===== config.mk =====
export PLATFORM = sky130hd
export DESIGN_NAME = matrix_key_scanner
export DESIGN_NICKNAME = d
export VERILOG_FILES = /design/src/rtl/key_pkg.sv /design/src/rtl/scan_tick_gen.sv /design/src/rtl/matrix_key_scanner.sv
export SDC_FILE = /design/constraint.sdc
export NUM_CORES = 1
export LEC_CHECK = 0
export CAP_MARGIN = 5
export CORE_UTILIZATION = 45
export DETAILED_ROUTE_END_ITERATION = 8
export PLACE_DENSITY = 0.72
export SLEW_MARGIN = 20
export SYNTH_ARGS = -nofsm -noshare
export SYNTH_HDL_FRONTEND = slang
export SYNTH_HIERARCHICAL = 1
export SYNTH_SLANG_ARGS = --single-unit

===== constraint.sdc =====
create_clock -name clk -period 2.8 [get_ports clk]
set_input_delay 0.56 -clock clk [delete_from_list [all_inputs] [get_ports clk]]
set_output_delay 0.56 -clock clk [all_outputs]
set_load 0.01 [all_outputs]

===== src/rtl/key_pkg.sv =====
// rtl/key_pkg.sv - shared scanner state encoding, matrix size and column priority helper
package key_pkg;
    localparam int ROWS = 4;
    localparam int COLS = 4;

    typedef enum logic [1:0] {
        SCAN,
        DEBOUNCE,
        HELD,
        RELEASE
    } key_state_t;

    // Lowest-index column pulled low; multi-key presses resolve to the leftmost column.
    function automatic logic [1:0] lowest_low(input logic [COLS-1:0] c);
        lowest_low = 2'd0;
        for (int i = COLS - 1; i >= 0; i--) begin
            if (!c[i]) lowest_low = 2'(i);
        end
    endfunction
endpackage


===== src/rtl/scan_tick_gen.sv =====
// rtl/scan_tick_gen.sv - one-clk-wide scan tick every F_CLK/F_SCAN cycles
module scan_tick_gen #(
    parameter int F_CLK  = 50000000,
    parameter int F_SCAN = 1000
) (
    input  logic clk,
    input  logic rst_n,
    output logic tick
);
    localparam int DIV = F_CLK / F_SCAN;
    localparam int CW  = (DIV > 1) ? $clog2(DIV) : 1;

    logic [CW-1:0] cnt;

    always_ff @(posedge clk or negedge rst_n) begin
        if (!rst_n) begin
            cnt  <= '0;
            tick <= 1'b0;
        end else if (cnt == CW'(DIV - 1)) begin
            cnt  <= '0;
            tick <= 1'b1;
        end else begin
            cnt  <= cnt + 1'b1;
            tick <= 1'b0;
        end
    end
endmodule


===== src/rtl/matrix_key_scanner.sv =====
// rtl/matrix_key_scanner.sv - 4x4 keypad scanner with debounce and valid/ready key output
module matrix_key_scanner
    import key_pkg::*;
#(
    parameter int F_CLK          = 50000000,
    parameter int F_SCAN         = 1000,
    parameter int DEBOUNCE_TICKS = 20
) (
    input  logic       clk,
    input  logic       rst_n,
    input  logic [3:0] col,
    output logic [3:0] row,
    output logic [3:0] key_code,
    output logic       key_valid,
    input  logic       key_ready,
    output logic       key_held,
    output logic       key_overrun
);
    localparam int CW = $clog2(DEBOUNCE_TICKS + 1);
    localparam logic [CW-1:0] CNT_MAX = CW'(DEBOUNCE_TICKS);

    logic             tick;
    logic [COLS-1:0]  col_meta, col_s;
    key_state_t       state, state_nxt;
    logic [1:0]       row_idx, row_idx_nxt;
    logic [1:0]       col_idx, col_idx_nxt;
    logic [CW-1:0]    cnt, cnt_nxt, cnt_inc;
    logic             col_low;
    logic             confirm;

    scan_tick_gen #(
        .F_CLK (F_CLK),
        .F_SCAN(F_SCAN)
    ) u_tick (
        .clk  (clk),
        .rst_n(rst_n),
        .tick (tick)
    );

    always_ff @(posedge clk or negedge rst_n) begin
        if (!rst_n) begin
            col_meta <= '1;
            col_s    <= '1;
        end else begin
            col_meta <= col;
            col_s    <= col_meta;
        end
    end

    assign cnt_inc  = (cnt == CNT_MAX) ? cnt : cnt + 1'b1;
    assign col_low  = ~col_s[col_idx];
    assign row      = ~(4'b0001 << row_idx);
    assign key_held = (state == HELD) || (state == RELEASE);

    always_ff @(posedge clk or negedge rst_n) begin
        if (!rst_n) state <= SCAN;
        else        state <= state_nxt;
    end

    always_comb begin
        state_nxt   = state;
        row_idx_nxt = row_idx;
        col_idx_nxt = col_idx;
        cnt_nxt     = cnt;
        confirm     = 1'b0;
        if (tick) begin
            case (state)
                SCAN: begin
                    if (col_s != {COLS{1'b1}}) begin
                        col_idx_nxt = lowest_low(col_s);
                        cnt_nxt     = '0;
                        state_nxt   = DEBOUNCE;
                    end else begin
                        row_idx_nxt = row_idx + 2'd1;
                    end
                end
                DEBOUNCE: begin
                    if (col_low) begin
                        cnt_nxt = cnt_inc;
                        if (cnt_inc == CNT_MAX) begin
                            state_nxt = HELD;
                            confirm   = 1'b1;
                        end
                    end else begin
                        state_nxt   = SCAN;
                        row_idx_nxt = row_idx + 2'd1;
                    end
                end
                HELD: begin
                    if (!col_low) begin
                        cnt_nxt   = '0;
                        state_nxt = RELEASE;
                    end
                end
                RELEASE: begin
                    if (col_low) begin
                        state_nxt = HELD;
                    end else begin
                        cnt_nxt = cnt_inc;
                        if (cnt_inc == CNT_MAX) begin
                            state_nxt   = SCAN;
                            row_idx_nxt = row_idx + 2'd1;
                        end
                    end
                end
                default: state_nxt = SCAN;
            endcase
        end
    end

    always_ff @(posedge clk or negedge rst_n) begin
        if (!rst_n) begin
            row_idx <= 2'd0;
            col_idx <= 2'd0;
            cnt     <= '0;
        end else begin
            row_idx <= row_idx_nxt;
            col_idx <= col_idx_nxt;
            cnt     <= cnt_nxt;
        end
    end

    // A confirm while the consumer is still sitting on an old code drops the new one.
    always_ff @(posedge clk or negedge rst_n) begin
        if (!rst_n) begin
            key_code    <= 4'd0;
            key_valid   <= 1'b0;
            key_overrun <= 1'b0;
        end else begin
            key_overrun <= 1'b0;
            if (confirm) begin
                if (!key_valid || key_ready) begin
                    key_code  <= {row_idx, col_idx};
                    key_valid <= 1'b1;
                end else begin
                    key_overrun <= 1'b1;
                end
            end else if (key_ready) begin
                key_valid <= 1'b0;
            end
        end
    end
endmodule


**Word level (Yosys, flattened, before mapping)**

Cells that the tools add are included.

- Word-level logic and storage cells: 81
- Input port bits: 7
- Bits in registers: 42

- Bitwise gates (word level): 1
- $lt $le $gt $ge: 1
- Shifts and indexed selects: 1
- Reductions and logical operators: 12
- Equal/unequal tests: 17
- Mux-type cells: 35
- $add $sub $neg: 3

Operators by type and width:

| kind | number |
|---|---|
| $mux 2 | 14 |
| $mux 5 | 5 |
| $pmux 5 s4 | 1 |
| $add 16x1->16 const B | 1 |
| $eq 16x16->1 const B | 1 |
| $mux 16 | 1 |
| $mux 1 | 11 |
| $eq 5x5->1 const B | 2 |
| $reduce_and 5->1 | 2 |
| $ne 2x1->1 const B | 4 |
| $ne 2x2->1 const B | 4 |
| $pmux 2 s4 | 1 |
| $ne 3x3->1 const B | 2 |
| $pmux 2 s3 | 1 |
| $reduce_and 6->1 | 1 |
| $add 5x1->5 const B | 1 |
| $eq 2x2->1 const B | 2 |
| $ne 4x4->1 const B | 1 |
| $not 4->4 | 1 |
| $reduce_and 2->1 | 2 |
| $shl 1x2->4 const A | 1 |
| $lt 2x3->1 const B | 1 |
| $reduce_and 3->1 | 1 |
| $reduce_bool 3->1 | 1 |
| other kinds (7) | 8 |

**Logic depth before layout (Yosys ltp)**

Gate-level depths: netlist (run 1).

- Depth after elaboration: 9
- Gate-level depth with buffers: 7

**Cells and area by module**

The synthesis (run 1) kept the hierarchy.

Modules (own cells, without submodules):

| module | cells an instance | area each (um^2) | instances |
|---|---|---|---|
| matrix_key_scanner | 116 | 1,253.7 | 1 |
| scan_tick_gen | 68 | 787.0 | 1 |

**Worst setup path after synthesis (run 1)**

Ideal clock, no wire load.

- Kind: flip-flop to flip-flop
- Start: reg, netlist name cnt[0]
- End: reg row_idx[1]
- Path buffers: 0
- Period minus slack after synthesis: 2,042 ps
- Stages on the path, launching flop included: 8
- Required time: 2,672 ps
- Arrival: 1,914 ps
- Setup slack: 758 ps
- Cell sequence: dfrtp_1 inv_1 ha_1 and3b_1 o32ai_2 o2111ai_1 a31oi_1 mux2_1

RTL lines:

| element | RTL line | RTL |
|---|---|---|
| end signal: assignment | matrix_key_scanner.sv:117 | `row_idx <= row_idx_nxt;` |
| end: declaration | matrix_key_scanner.sv:25 | `logic [1:0] row_idx, row_idx_nxt;` |

==> reports/qor.yml, run 1 <==
n_antenna_cell: 0
cap_violations: 0
antenna_found_initial: 0
fmax_mhz: 450
gp_congestion: 0.821
yosysUniqueCellTypes: 48
die-area_um2: 4810
dp_slack_ns: 0.593
fin_nets: 216
syn_avg_cell_area_um2: 11.1
clkTransAtPathRegs_ns: 0.08
p_per_area_nw_per_um2: 446
crit_type: "reg -> reg"
p_int_mw: 0.825
drtAntennaViolNets: 0
fin_crit_sh_pct: 79.4
start_util_pct: 46.9
drive_above_1_share_pct: 13.8
cp_max_fo: 7
pin_count: 18
p_leak_nw: 1.06
cts-buffers-inserted: 5
grt_pass1_wl_mm: 5.58
row_count: 24
fillers: 372
coreArea_um2: 4350
clock-root-buffer: "clkbuf_8"
synthArstFlopShare_pct: 100
cts_tree: "yes"
synthFlopType: "dfrtp_1"
via_count: 1333
fin_cells: 255
worstSetupEndpointType: "register"
place_hpwl_mm: 2.17
place_area_um2: 2240
ys_seq_area_share_pct: 52.0
synth_fa_ha_area_share_pct: 4.29
fin_skew_ns: 0.00894
synth_compound_area_share_pct: 9.44
grt_overflow: 0
critPathArrivalTime_ns: 2.40
area_growth_pct: 14.2
dr.pass1.iters: 4
seqPwrFrac_pct: 59.6
synthTopCellsByArea: "dfrtp_1 42%, dfstp_2 10%, ha_1 4.3%, xor2_1 3.4%, nor2_1 2.8%"
synthMuxAreaShare_pct: 5.89
grt_max_degree: 43
finalInstanceArea_um2: 2330
setup_tns_ns: 0
clock_sinks: 42
holdWs_ns: 0.353
drv_slew: 0
peakVddDrop_mv: 0.376
yosys_warnings: 6
synthCells: 184
routed_wl_mm: 3.09
maxSlewHeadroom_pct: 41.5
syn-cell-area_um2: 2040
p_sw_share_pct: 20.7
grt_pass1_vias: 1257
yosysTopAreaCell: "dfrtp_1"
ys_seq_elements: 42
placed_cells: 247
min_path_type: "reg -> reg"
worstMarginPinSlew_ns: 0.878
synth_top_family_by_area: "simple AND/OR/NAND/NOR gates"
drc_errors: 0
setup_ws_ns: 0.578
die_w_um: 69.3
clk_path_buf_depth: 2
cts_hold_buf: 0
grt_usage_pct: 14.5
setup_viol: 0
synth-xor-area-share_pct: 6.01
combPwrFrac_pct: 2.2
p_sw_mw: 0.215
min_period_ns: 2.22
run_status: "finished clean"
cts-htree-levels: 2
die_h_um: 69.3
finalPower_mw: 1.04
drt_iter0_drc: 93
synth-edff-count: 0
drt-wirelength-per-cell_um: 12.1
final_util_pct: 53.5
portBuffers: 17
postCtsSetupBuffers: 0
hold_violations: 0
p_clk_share_pct: 38.1
synth_simple_gate_area_share_pct: 18.5
rsz0062_at_grt: "no"
syn_nets: 198
vias_per_cell: 5.23
startpoint_type: "register"
cts_resized: 0
cp.required_ns: 2.98
synth_top_area_share_pct: 41.7
clkLatencyLatePin_ns: 0.29
-- synth_stat cells, drive strengths merged (2+ instances only) --
| master | count |
|---|---|
| xor2 | 8 |
| o21ai | 5 |
| clkbuf | 4 |
| nand4 | 4 |
| nand3 | 9 |
| and4 | 5 |
| buf | 2 |
| xnor2 | 6 |
| nor2 | 15 |
| mux2 | 6 |
| a21oi | 6 |
| and3 | 2 |
| nand2 | 12 |
| dfstp | 8 |
| ha | 7 |
| dfrtp | 34 |
| inv | 13 |
| nand2b | 3 |
| mux2i | 3 |
| o22ai | 3 |
| o31ai | 2 |
| and2 | 5 |
| a31oi | 3 |
| nor3 | 2 |
-- cells by family (layout without fill, tap and decap cells) --
family          count (synthesis)  count (layout)
fa+ha+maj                       7               7
simple gates                   66              66
mux                            10              10
xor+xnor                       14              14
flops                          42              42
buf+inv                        19              38
compound gates                 26              26
-- cell type report --
class / instances / area [µm²] / area share, %
Clock inverter: 1 / 5.00 / 0.215
Sequential cell: 42 / 1060 / 45.5
Clock buffer: 7 / 86.3 / 3.70
Multi-Input combinational cell: 123 / 900 / 38.6
Timing Repair Buffer: 17 / 165 / 7.09
Inverter: 13 / 48.8 / 2.09
Tap cell: 52 / 65.1 / 2.79
-- registers in the layout (all words and copies together), names as in the netlist, named ones only --
register     cells
col_s            4
col_idx          2
u_tick/cnt      16
u_tick/tick      1
row_idx          2
key_overrun      1
cnt              5
state            1
key_valid        1
col_meta         4
key_code         4
-- layout by cell type, fill, tap and decap left out, types with 3 or more instances in the layout --
master	n
and2_1	3
xor2_1	8
mux2i_1	3
and4_1	4
nor2_1	15
nand4_1	4
nand2b_1	3
dfstp_2	8
clkdlybuf4s50_1	16
dfrtp_1	34
nand3_1	9
mux2_1	3
nand2_1	12
a31oi_1	3
o22ai_1	3
inv_1	13
mux2_2	3
clkbuf_8	6
xnor2_1	6
ha_1	7
o21ai_0	4
a21oi_1	6
-- metal layers --
metal  part of all wire, %  global-route usage [%]  wire [µm]  vias up
li1                      -                       -          -      680
met1                    49                    19.1       1520      624
met2                    46                    23.0       1430       27
met3                   4.0                    4.36        123        2
met4                  0.68                    4.54         21        0
met5                     0                       0          0        -
-- worst max-delay path, stage by stage (launching register included) --
cell and delay (ns):
dfrtp_1 0.45, inv_1 0.09, ha_1 0.23, and3b_1 0.19, o32ai_2 0.27, o2111ai_1 0.20, a31oi_1 0.31, mux2_1 0.35
-- final timing paths --
kind | end | slack [ns] | start | cells past startpoint
max | row_idx[1] | 0.58 | cnt[0] | 7
max reg2reg | row_idx[1] | 0.58 | cnt[0] | 7
min in group asynchronous | async pin | 0.38 | rst_n | 1
max in group asynchronous | u_tick/tick | 1.87 | rst_n | 1
min reg2reg | col_s[1] | 0.35 | col_meta[1] | 0
min | col_s[1] | 0.35 | col_meta[1] | 0
-- power groups by stage --
stage / Clock (mW) / Combinational (mW) / Sequential (mW)
5_1_grt: 0.435 / 0.0273 / 0.621
3_3_place_gp: 0 / 0.0247 / 0.631
2_1_floorplan: 0 / 0.00475 / 0.631
3_5_place_dp: 0 / 0.0248 / 0.632
6_report: 0.396 / 0.0234 / 0.620
4_1_cts: 0.408 / 0.0246 / 0.620
Note: power is estimated with default switching activity, not from simulation.
==> inputs of run 2 (changes only) <==
==> constraint.sdc (replaced) <==
create_clock -name clk -period 2.2 [get_ports clk]
set_input_delay 0.44 -clock clk [delete_from_list [all_inputs] [get_ports clk]]
set_output_delay 0.44 -clock clk [all_outputs]
set_load 0.01 [all_outputs]
==> reports/qor.yml, run 2 (synthesis gave the netlist of run 1 again) <==
drv_slew: 0
die_w_um: 69.3
final_common_cell: "dfrtp_1"
grt_pass1_wl_mm: 6.09
fillers: 361
cp_max_fo: 6
regMostFlops: "u_tick/cnt"
crit_type: "reg -> reg"
drt_iter0_drc: 93
final_util_pct: 54.8
pin_count: 18
dr.pass1.iters: 4
clkTransAtPathRegs_ns: 0.08
clock_sinks: 42
setup_viol: 0
coreArea_um2: 4350
antenna_found_initial: 0
critPathArrivalTime_ns: 2.21
fin_skew_ns: 0.0122
vias_per_cell: 5.31
rsz0062_at_grt: "no"
fin_cells: 260
reg.largest.list: "u_tick/cnt x16, cnt x5"
grt_pass1_vias: 1380
startpoint_type: "register"
path_cells: "buf_4 > ha_1 > o32ai_2 > o2111ai_2 > a31oi_2 > mux2_1"
routed_wl_mm: 3.37
die_h_um: 69.3
cts-htree-levels: 2
grt_overflow: 0
clkLatencyLatePin_ns: 0.30
fin_crit_sh_pct: 92.4
maxSlewHeadroom_pct: 69.2
gp_congestion: 0.830
clk_path_buf_depth: 2
clock-root-buffer: "clkbuf_8"
grt_max_degree: 22
hold_violations: 0
run_status: "finished clean"
min_period_ns: 2.03
worstSetupEndpointType: "register"
p_per_area_nw_per_um2: 542
drtAntennaViolNets: 0
place_hpwl_mm: 2.43
slowest_stage: "dfrtp_1"
cts_tree: "yes"
p_leak_nw: 1.09
start_util_pct: 46.9
portBuffers: 17
area_growth_pct: 16.9
setup_tns_ns: 0
placed_cells: 252
largest_reg_flops: 16
min_path_type: "in -> async"
worstMarginPinSlew_ns: 0.461
critPathMaxStageDelay_ns: 0.38
setup_ws_ns: 0.167
die-area_um2: 4810
fmax_mhz: 492
cpLargestDelayFamily: "compound AO/OA/AOI/OAI gates"
multi_input_area_um2: 925
peakVddDrop_mv: 0.398
cts-buffers-inserted: 5
cp.required_ns: 2.38
drc_errors: 0
row_count: 24
drive_above_1_share_pct: 17.8
n_antenna_cell: 0
grt_usage_pct: 16.0
fin_nets: 221
ff2ff_setup_slack_ns: 0.17
finalInstanceArea_um2: 2380
crit_buf_inv: 1
layout_common_cells: "34 x dfrtp_1, 16 x clkdlybuf4s50_1, 15 x nor2_1"
dp_slack_ns: 0.138
area.sequential_um2: 1060
place_area_um2: 2280
via_count: 1381
drt-wirelength-per-cell_um: 12.9
cap_violations: 0
run 2: cell count changes in the layout (fill, tap and decap cells not counted), sizes merged:
cell | before | now
buf | 1 | 6
clkbuf | 7 | 6
clkinv | 1 | 2
run 2: power by group:
group,internal [mW],switching (mW)
Combinational,0.0140,0.0190
Sequential,0.785,0.00464
Clock,0.220,0.251
Total,1.02,0.275
run 2: path summary, 6_finish.rpt:
check | start | end | cells past startpoint
setup / recovery | cnt[0] | row_idx[1] | 6
hold / removal | rst_n | key_valid | 1
setup reg to reg | cnt[0] | row_idx[1] | 6
hold reg to reg | col_meta[2] | col_s[2] | 0
max in group asynchronous | rst_n | col_s[0] | 2
min in group clk | col_meta[2] | col_s[2] | 0
run 2: cell type report:
type,count,area share (%)
sequential,42,44.5
multi-input combinational,123,38.8
timing repair buffer,22,8.50
clock buffer,6,3.04
tap,52,2.73
inverter,13,2.05
clock inverter,2,0.420
run 2: metal layers:
layer / track usage [%] / share of wire [%]
met1: 20.4 / 47
met5: 0 / 0
met2: 25.0 / 48
met4: 9.07 / 2.0
met3: 3.78 / 3.0
run 2: worst reg2reg max path, cell delays in order (launching register included):
cell and delay, ns:
dfrtp_1 0.38, buf_4 0.16, ha_1 0.27, o32ai_2 0.33
o2111ai_2 0.18, a31oi_2 0.25, mux2_1 0.34
run 2: repair_timing:
item / in CTS / in global routing
setup endpoints to repair: 0 / 3
gates resized for setup: 0 / 4
setup buffers: 0 / 0
hold buffers: 0 / 0
run 2: per-stage QoR:
stage	power, mW	hold WS (ns)
2_1_floorplan	0.809	0.144
3_5_place_dp	0.838	0.348
4_1_cts	1.31	0.0920
3_3_place_gp	0.837	0.346
5_1_grt	1.35	0.109
6_report	1.29	0.0835
